`src/rtl/apb_event_edge_pkg.sv`:
```
// Shared definitions for the APB edge-capture block.
// Includes register offsets, the warm-up terminal count and the per-line edge selection.
package apb_event_edge_pkg;

  localparam logic [1:0] EDGE_RISE_EN = 2'd0;
  localparam logic [1:0] EDGE_FALL_EN = 2'd1;
  localparam logic [1:0] EDGE_STATUS  = 2'd2;
  localparam logic [1:0] EDGE_OVERRUN = 2'd3;

  localparam logic [1:0] WARMUP_DONE = 2'd3;

  typedef enum logic [1:0] {
    EDGE_NONE = 2'b00,
    EDGE_RISE = 2'b01,
    EDGE_FALL = 2'b10,
    EDGE_BOTH = 2'b11
  } edge_sel_t;

  function automatic logic edge_match(input edge_sel_t sel, input logic rise, input logic fall);
    return (rise && (sel == EDGE_RISE || sel == EDGE_BOTH)) ||
           (fall && (sel == EDGE_FALL || sel == EDGE_BOTH));
  endfunction

endpackage

```
`src/rtl/event_sync_edge.sv`:
```
// Single event line: a two-flop synchronizer followed by a history flop.
// Rise and fall are combinational from the synchronized level and its previous value.
module event_sync_edge (
  input  logic clk,
  input  logic rst,
  input  logic evt_async,
  output logic rise,
  output logic fall
);

  logic s1;
  logic s2;
  logic s3;

  always_ff @(posedge clk or posedge rst) begin
    if (rst) begin
      s1 <= 1'b0;
      s2 <= 1'b0;
      s3 <= 1'b0;
    end else begin
      s1 <= evt_async;
      s2 <= s1;
      s3 <= s2;
    end
  end

  assign rise = s2 & ~s3;
  assign fall = ~s2 & s3;

endmodule

```
`src/rtl/apb_event_edge_capture.sv`:
```
// Converts asynchronous event levels into single-cycle edge pulses.
// Sticky STATUS and OVERRUN flags are readable and clearable over APB.
module apb_event_edge_capture
  import apb_event_edge_pkg::*;
#(
  parameter int APB_ADDR_WIDTH = 12,
  parameter int NUM_LINES      = 32
) (
  input  logic                      HCLK,
  input  logic                      HRESET,
  input  logic [APB_ADDR_WIDTH-1:0] PADDR,
  input  logic [31:0]               PWDATA,
  input  logic                      PWRITE,
  input  logic                      PSEL,
  input  logic                      PENABLE,
  output logic [31:0]               PRDATA,
  output logic                      PREADY,
  output logic                      PSLVERR,
  input  logic [NUM_LINES-1:0]      evt_async_i,
  output logic [NUM_LINES-1:0]      evt_o
);

  logic [NUM_LINES-1:0] rise_en;
  logic [NUM_LINES-1:0] fall_en;
  logic [NUM_LINES-1:0] status;
  logic [NUM_LINES-1:0] overrun;
  logic [NUM_LINES-1:0] hit;
  logic [NUM_LINES-1:0] clr_status;
  logic [NUM_LINES-1:0] clr_overrun;
  logic [NUM_LINES-1:0] wr_data;
  logic [1:0]           warm_cnt;
  logic [1:0]           reg_sel;
  logic                 armed;
  logic                 wr_en;
  logic [31:0]          rd_word;
  logic                 unused_addr;

  assign PREADY  = 1'b1;
  assign PSLVERR = 1'b0;

  assign reg_sel     = PADDR[3:2];
  assign unused_addr = ^{PADDR[APB_ADDR_WIDTH-1:4], PADDR[1:0]};
  assign wr_en       = PSEL & PENABLE & PWRITE;
  assign wr_data     = PWDATA[NUM_LINES-1:0];
  assign armed       = (warm_cnt == WARMUP_DONE);

  assign clr_status  = (wr_en && reg_sel == EDGE_STATUS)  ? wr_data : '0;
  assign clr_overrun = (wr_en && reg_sel == EDGE_OVERRUN) ? wr_data : '0;

  genvar gi;
  generate
    for (gi = 0; gi < NUM_LINES; gi++) begin : g_line
      logic      rise;
      logic      fall;
      edge_sel_t sel;

      event_sync_edge u_sync (
        .clk       (HCLK),
        .rst       (HRESET),
        .evt_async (evt_async_i[gi]),
        .rise      (rise),
        .fall      (fall)
      );

      assign sel     = edge_sel_t'({fall_en[gi], rise_en[gi]});
      assign hit[gi] = armed & edge_match(sel, rise, fall);
    end
  endgenerate

  // A new hit always wins over a same-cycle clear; an edge that races a
  // STATUS clear is treated as the first edge, not an overrun.
  always_ff @(posedge HCLK or posedge HRESET) begin
    if (HRESET) begin
      warm_cnt <= 2'd0;
      rise_en  <= '0;
      fall_en  <= '0;
      status   <= '0;
      overrun  <= '0;
      evt_o    <= '0;
    end else begin
      if (!armed) begin
        warm_cnt <= warm_cnt + 2'd1;
      end
      evt_o   <= hit;
      status  <= hit | (status & ~clr_status);
      overrun <= (hit & status & ~clr_status) | (overrun & ~clr_overrun);
      if (wr_en && reg_sel == EDGE_RISE_EN) begin
        rise_en <= wr_data;
      end
      if (wr_en && reg_sel == EDGE_FALL_EN) begin
        fall_en <= wr_data;
      end
    end
  end

  always_comb begin
    rd_word = '0;
    case (reg_sel)
      EDGE_RISE_EN: rd_word[NUM_LINES-1:0] = rise_en;
      EDGE_FALL_EN: rd_word[NUM_LINES-1:0] = fall_en;
      EDGE_STATUS:  rd_word[NUM_LINES-1:0] = status;
      default:      rd_word[NUM_LINES-1:0] = overrun;
    endcase
  end

  assign PRDATA = PSEL ? rd_word : 32'h0;

endmodule

```
`config.mk`:
```
export PLATFORM = sky130hd
export DESIGN_NAME = apb_event_edge_capture
export DESIGN_NICKNAME = d
export VERILOG_FILES = /design/src/rtl/apb_event_edge_pkg.sv /design/src/rtl/event_sync_edge.sv /design/src/rtl/apb_event_edge_capture.sv
export SDC_FILE = /design/constraint.sdc
export NUM_CORES = 1
export LEC_CHECK = 0
export ABC_AREA = 1
export BUFFER_PORTS_ARGS = -buffer_cell sky130_fd_sc_hd__buf_2
export CORE_MARGIN = 4
export CORE_UTILIZATION = 38
export DETAILED_ROUTE_END_ITERATION = 6
export HOLD_SLACK_MARGIN = 0.02
export PLACE_DENSITY = 0.63
export SKIP_CTS_REPAIR_TIMING = 1
export SLEW_MARGIN = 15
export SYNTH_ARGS = -nofsm -noshare
export SYNTH_HDL_FRONTEND = slang
export SYNTH_SLANG_ARGS = --single-unit
```
`constraint.sdc`:
```
create_clock -name HCLK -period 14.2 [get_ports HCLK]
set_input_delay 2.13 -clock HCLK [delete_from_list [all_inputs] [get_ports HCLK]]
set_output_delay 2.13 -clock HCLK [all_outputs]
set_load 0.05 [all_outputs]
```
Word-level counts from Yosys, hierarchy flattened. Cells that the tools add are included.

Bitwise logic cells: 170. Equal/unequal tests: 100. Reductions and logical operators: 165. Mux-type cells: 4. Add/sub/neg operators: 1.

Operators with widths (count): $eq A2 B2 Y1 const B (67); $and A32 B32 Y32 (4); $and A1 B1 Y1 (98); $logic_or A1 B1 Y1 (96); $mux W32 (3); $pmux W32 S3 (1); $logic_and A1 B1 Y1 (68); $eq A2 B1 Y1 const B (33); $not A1 Y1 (64); $not A32 Y32 (2); $or A32 B32 Y32 (2); $add A2 B1 Y2 const B (1); $logic_not A2 Y1 (1).

Output and inout port bits: 66. Bits in registers: 258. Word-level logic and storage cells: 542. Input port bits: 81.

Longest topological paths before layout. Gate-level depths: netlist of the first run.

Word-level depth: 8. Depth in mapped cells: 8. Mapped depth without buffers: 6.

Hierarchy. A second synthesis of the first run with hierarchy kept.

Cells, all modules: 1346. Area, all modules: 10879.2 um^2.

By module, submodules not included: apb_event_edge_capture (cells each 1090, seq. area each 4053.9 um^2, times used 1, area each 7876.3 um^2); event_sync_edge (cells each 8, seq. area each 75.1 um^2, times used 32, area each 93.8 um^2).

Worst setup path after synthesis of the first run. Ideal clock, no wire load.

Kind: input-to-output. Start point: input PADDR[3]. End point: output PRDATA[0]. Required time: 12.070 ns. Buffers on the path: 1. Path slack: 9.062 ns. Arrival time: 3.008 ns. Cell stages on the path: 6. Cell sequence: nor2_2 buf_2 nand2_1 nand4_1 nand2_1 inv_1.

Cells in the longest elaborated chain, start to end: 3. Elaborated cells on any way between the ends: 5. Those cells by class: eq/ne (2); mux (2); reduce/logical (1).

Ends and longest elaborated chain: start: declaration (line apb_event_edge_capture.sv:11) `input logic [APB_ADDR_WIDTH-1:0] PADDR,`; $eq A2 B2 Y1, or another cell as far along (line apb_event_edge_capture.sv:98) `case (reg_sel)`; $pmux W32 S3 (*) (line apb_event_edge_capture.sv:98); $mux W32 (*) (line apb_event_edge_capture.sv:106) `assign PRDATA = PSEL ? rd_word : 32'h0;`; end: declaration (line apb_event_edge_capture.sv:16) `output logic [31:0] PRDATA,`.

Mark *: on every way between the ends. The rest lies on a longest branch, timed or not.

Worst setup path in the final report of the first run.
Start point: input PADDR[2]. End point: output PRDATA[11].

The elaborated chain is that of the path after synthesis.

==> results.yml, run 1 <==
run_status:
  status: "completed"
die:
  dieArea_um2: 29200
  die_height_um: 171
  io_pins: 147
  rows: 59
  start_util_pct: 38.7
  coreArea_um2: 26100
  die_x_um: 171
setup_path:
  cpPeakStageDelay_ns: 0.84
  r2r_slack_ns: 12.27
  arrival_ns: 3.92
  crit_path_end_kind: "output pin"
  critPathKind: "input port to output pin"
  rr_worst_depth: 5
  slowest_stage: "nor2_4"
  crit_chain: "buf_2 > inv_2 > nor2_4 > nand2_1 > nand4_1 > nand2_1 > inv_1 > buf_2"
  r2r_end: "overrun[28]"
  start_kind: "input port"
  r2r-start: "warm_cnt[0]"
  crit_fanout: 33
  worstPathRequired_ns: 12.07
  critPathLaunch: "PADDR[2]"
global_routing:
  grt_usage_pct: 16.8
  grt_pass1_vias: 7581
  grt_max_degree: 130
  antenna_found_initial: 1
  grt_pass1_wl_um: 39700
  grt_overflow: 0
cts:
  tritoncts: "built"
  clkTransAtPathRegs_ns: 0.06
  clockBufferDepth: 3
  cts_max_level: 1
  clock-root-buffer: "clkbuf_16"
  cts.sinks: 258
  insertion_delay_ns: 0.55
  cts_buffers: 28
timing:
  fin_setup_tns_ns: 0
  setup_viol: 0
  post-route-period-util_pct: 42.6
  slew_violations: 0
  relSlewSlack_pct: 22.8
  fmax_mhz: 165
  clock_skew_ns: 0.0211
  fin_ws_ns: 8.15
  final_hold_viol_count: 0
  rsz0062_at_grt: "no"
  period_needed_ns: 6.05
  worst_pin_slew_ns: 1.15
yosys:
  synth.distinct_cells: 21
  synth_edf_count: 0
  syn-num-nets: 1177
  async_flop_share_pct: 100
  yosys_register_bits: 258
  yosys_most_used_dff: "dfrtp_1"
  ys_warn_count: 0
  ys_seq_area_share_pct: 64.0
  netlist_area_um2: 10100
  postSynthAreaPerCell_um2: 9.21
  synthCells: 1095
cells_and_area:
  insertedDiodeCount: 0
  multi_input_area_um2: 2800
  drive_above_1_share_pct: 16.2
  nNetsFinal: 1304
  post-route-util_pct: 45.6
  layout.cells.most_common: "nand2_1"
  finalInstanceArea_um2: 11900
  final_cell_mix: "nand2_1 (362), dfrtp_1 (258), inv_1 (157)"
  syn2layout_area_growth_pct: 17.8
  final.fill_count: 2503
  regArea_um2: 6460
  layout.cells.non_filler: 1579
power:
  worst_ir_drop_vdd_uv: 134
  p_per_area_nw_per_um2: 149
  leakagePower_nw: 6.17
detailed_routing:
  vias: 7623
  drc: 0
  first_pass_iters: 5
  ant_nets: 0
  vias_per_cell: 4.83
  wl_um: 24000
  first_iter_violations: 632
  wire_per_inst_um: 15.2
hold_path:
  whs_path_depth: 0
  worst_hold_path_type: "flip-flop to flip-flop"
  holdPathEnd: "g_line[5].u_sync.s2"
  min-delay-start: "g_line[5].u_sync.s1"
placement:
  io_buffer_count: 134
  gp_congestion: 0.790
  place_area_um2: 11000
  hpwlAfterDp_um: 14600
  pre_cts_ws_ns: 8.08
  dp.cells: 1527
run:
  drv_cap: 0
==> state kept, by name, summed over array words and instances (netlist names) <==
register	flops
evt_o	32
fall_en	32
g_line.u_sync.s1	32
g_line.u_sync.s2	32
g_line.u_sync.s3	32
overrun	32
rise_en	32
status	32
warm_cnt	2
==> logic make-up after synthesis <==
| kind of cell | after synthesis | synth area share, % |
|---|---|---|
| xor gates and xnor gates | 1 | 0.0869 |
| buffers and inverters | 204 | 8.30 |
| and+or+nand+nor | 468 | 19.3 |
| DFF | 258 | 64.0 |
| adders and majority gates | 1 | 0.124 |
| AOI/OAI and AO/OA | 160 | 7.94 |
| other | 2 | 0.0745 |
| muxes | 1 | 0.112 |
==> metrics by stage <==
step                      power (mW)  hold slack, ns
after floorplan                 1.03           0.331
final                           1.77           0.346
after detailed placement        1.10           0.335
after global placement          1.09           0.332
after global routing            1.86           0.356
after CTS                       1.79           0.348
==> layout make-up <==
type / instances / share of cell area (%)
inverter: 161 / 5.15
clock inverter: 15 / 0.874
timing repair buffer: 140 / 6.03
tap: 335 / 3.53
clock buffer: 37 / 6.52
multi-input combinational: 633 / 23.5
sequential: 258 / 54.4
==> worst max-delay path: cells and delay by family <==
| kind | cells | cell delay [ns] |
|---|---|---|
| simple gates | 4 | 1.18 |
| buf+inv | 4 | 0.59 |
==> report_power, final <==
part           internal, mW  total, mW  switching [mW]
logic                0.0659      0.234           0.168
registers             0.803      0.847          0.0445
clock network         0.386      0.684           0.298
total                  1.25       1.77           0.511
==> cells in the mapped netlist, types with 2 or more instances <==
| cell | number | share of area (%) |
|---|---|---|
| a21oi_1 | 4 | 0.20 |
| buf_2 | 33 | 1.6 |
| buf_4 | 2 | 0.15 |
| buf_6 | 3 | 0.34 |
| clkbuf_1 | 5 | 0.19 |
| conb_1 | 2 | 0.074 |
| dfrtp_1 | 258 | 64 |
| inv_1 | 158 | 5.9 |
| inv_2 | 3 | 0.11 |
| nand2_1 | 362 | 13 |
| nand2_2 | 4 | 0.25 |
| nand3_1 | 61 | 3.0 |
| nand4_1 | 32 | 2.0 |
| nor2_1 | 5 | 0.19 |
| nor2_4 | 3 | 0.34 |
| o21ai_0 | 61 | 3.0 |
| o21ai_1 | 95 | 4.7 |
==> worst max path at each step <==
stage          cells after the start          to
5_1_grt                            7  PRDATA[21]
3_5_place_dp                       8  PRDATA[11]
2_1_floorplan                      1    evt_o[0]
6_report                           8  PRDATA[11]
4_1_cts                            8  PRDATA[11]
3_3_place_gp                       8  PRDATA[29]
==> per-layer routing <==
layer	share of wire, %	global-route usage, %
met5	0.054	0
met4	2.1	3.75
met3	6.8	3.19
met2	46	27.4
met1	45	23.7
Power figures use the tool's default switching activity.
==> inputs of run 2 (changes only) <==
--- a/config.mk
+++ b/config.mk
@@ -5,13 +5,13 @@
 export SDC_FILE = /design/constraint.sdc
 export NUM_CORES = 1
 export LEC_CHECK = 0
-export ABC_AREA = 1
+export ABC_AREA = 0
 export BUFFER_PORTS_ARGS = -buffer_cell sky130_fd_sc_hd__buf_2
 export CORE_MARGIN = 4
 export CORE_UTILIZATION = 38
 export DETAILED_ROUTE_END_ITERATION = 6
 export HOLD_SLACK_MARGIN = 0.02
-export PLACE_DENSITY = 0.63
+export PLACE_DENSITY = 0.65
 export SKIP_CTS_REPAIR_TIMING = 1
 export SLEW_MARGIN = 15
 export SYNTH_ARGS = -nofsm -noshare
==> constraint.sdc (replaced) <==
create_clock -name HCLK -period 5.1 [get_ports HCLK]
set_input_delay 0.765 -clock HCLK [delete_from_list [all_inputs] [get_ports HCLK]]
set_output_delay 0.765 -clock HCLK [all_outputs]
set_load 0.05 [all_outputs]
==> results.yml, run 2 <==
timing:
  worst_pin_slew_ns: 0.956
  worst_hold_slack_ns: 0.326
  setup_viol: 0
  fin_setup_tns_ns: 0
  relSlewSlack_pct: 36.3
  final_hold_viol_count: 0
  period_needed_ns: 3.45
  post-route-period-util_pct: 67.7
  fmax_mhz: 290
  slew_violations: 0
  rsz0062_at_grt: "no"
  clock_skew_ns: 0.00729
detailed_routing:
  vias_per_cell: 5.28
  vias: 6308
  wire_per_inst_um: 19.0
  ant_nets: 0
  first_pass_iters: 6
  first_iter_violations: 462
  wl_um: 22700
  drc: 0
die:
  io_pins: 147
  die_x_um: 170
  coreArea_um2: 26000
  die_height_um: 170
  dieArea_um2: 29100
  rows: 59
  start_util_pct: 38.6
cts:
  insertion_delay_ns: 0.53
  cts.sinks: 258
  clkTransAtPathRegs_ns: 0.05
  cts_max_level: 1
  cts_buffers: 28
  clock-root-buffer: "clkbuf_16"
  clockBufferDepth: 3
  tritoncts: "built"
setup_path:
  critPathLaunch: "PADDR[2]"
  r2r_end: "overrun[16]"
  critPathKind: "input port to output pin"
  start_kind: "input port"
  r2r-start: "warm_cnt[0]"
  rr_worst_depth: 6
  cpMostUsedCell: "buf_2"
  cpPeakStageDelay_ns: 0.55
  crit_chain: "buf_2 > buf_4 > mux4_2 > and2_1 > buf_2"
  r2r_slack_ns: 3.22
  slowest_stage: "mux4_2"
  crit_path_end_kind: "output pin"
  crit_fanout: 20
  worstPathRequired_ns: 4.34
  arrival_ns: 2.69
run:
  drv_cap: 0
yosys:
  postSynthAreaPerCell_um2: 14.2
  synthCells: 705
  synth.most_common_cell: "dfrtp_1"
  yosys-top-cells-area: "dfrtp_1 (64%), mux4_2 (7.2%), mux2_2 (6.7%)"
  ys_seq_area_share_pct: 64.4
  synth_top_area_cell: "dfrtp_1"
  synth_edf_count: 0
  ys_top_cells_by_count: "dfrtp_1 (258), nand2_1 (72), mux2_2 (60)"
  synth.distinct_cells: 28
  synth_top_area_share_pct: 64.4
  yosys_most_used_dff: "dfrtp_1"
  yosys_register_bits: 258
  netlist_area_um2: 10000
  syn-num-nets: 787
  async_flop_share_pct: 100
  ys_warn_count: 0
global_routing:
  grt_pass1_vias: 6592
  antenna_found_initial: 1
  grt_overflow: 0
  grt_max_degree: 129
  grt_pass1_wl_um: 36400
  grt_usage_pct: 15.7
cells_and_area:
  final_cell_mix: "dfrtp_1 (258), buf_2 (134), nand2_1 (72)"
  drive_above_1_share_pct: 32.7
  syn2layout_area_growth_pct: 18.4
  nNetsFinal: 926
  layout.cells.non_filler: 1194
  final.fill_count: 2309
  layout.cells.most_common: "dfrtp_1"
  insertedDiodeCount: 0
placement:
  dp.cells: 1149
  io_buffer_count: 134
  gp_congestion: 0.735
  hpwlAfterDp_um: 13600
power:
  leakagePower_nw: 5.22
  worst_ir_drop_vdd_uv: 325
  p_per_area_nw_per_um2: 434
hold_path:
  worst_hold_path_type: "input port to async pin"
run_status:
  status: "completed"
## run 2: cell types whose count changed in the layout (fill, tap and decap cells not counted), sizes merged, moves of 50 or more
cell    before  now
nand2      366   73
inv        162   14
o21ai      156   53
mux2         1   65
nand3       61    1
nand4b       0   50
## run 2: worst max-delay path by stage
stage,to,slack [ns],cells after the start
2_1_floorplan,evt_o[0],0.94,1
3_3_place_gp,PRDATA[29],1.60,5
3_5_place_dp,PRDATA[29],1.56,5
4_1_cts,PRDATA[29],1.56,5
5_1_grt,PRDATA[29],1.51,5
6_report,PRDATA[29],1.65,5
## run 2: cell type report
| class | count | area (um2) | share of cell area [%] |
|---|---|---|---|
| flip-flops and latches | 258 | 6460 | 54.4 |
| clock inverters | 3 | 15.0 | 0.126 |
| multi-input cells | 397 | 3300 | 27.8 |
| clock buffers | 42 | 855 | 7.20 |
| inverters | 15 | 60.1 | 0.506 |
| repair buffers | 144 | 771 | 6.49 |
| well taps | 335 | 419 | 3.53 |
## run 2: cells by family after synthesis
kind of cell	Yosys count	synth area share, %
adder cells (fa/ha/maj)	1	0.125
other	2	0.0749
AO/OA/AOI/OAI	128	7.95
multiplexers	97	14.5
XOR/XNOR	1	0.0873
flip-flops	258	64.4
AND/OR/NAND/NOR	168	10.1
buffers and inverters	50	2.87
## run 2: metal layers
metal  wire (um)  GRT usage [%]
met1        9740           21.3
met2       11500           26.7
met3        1170           2.60
met4         349           3.54
met5           0              0
## run 2: metrics by stage
step	util, %	power (mW)	cell area, um2	setup WS, ns
floorplan	-	3.06	10000	0.935
global placement	42.3	3.27	11000	1.60
detailed placement	42.3	3.29	11000	1.56
CTS	45.7	5.23	11900	1.56
global route	45.7	5.40	11900	1.51
finish	45.7	5.16	11900	1.65
## run 2: where the power goes
part	total (mW)	internal, mW	switching (mW)
combinational	0.811	0.314	0.497
clock	1.91	1.14	0.771
sequential	2.44	2.28	0.154
## run 2: worst max-delay path, delay by kind of cell
kind,cells,cell delay [ns]
AND/OR/NAND/NOR,1,0.19
multiplexers,1,0.55
buffers and inverters,3,1.17
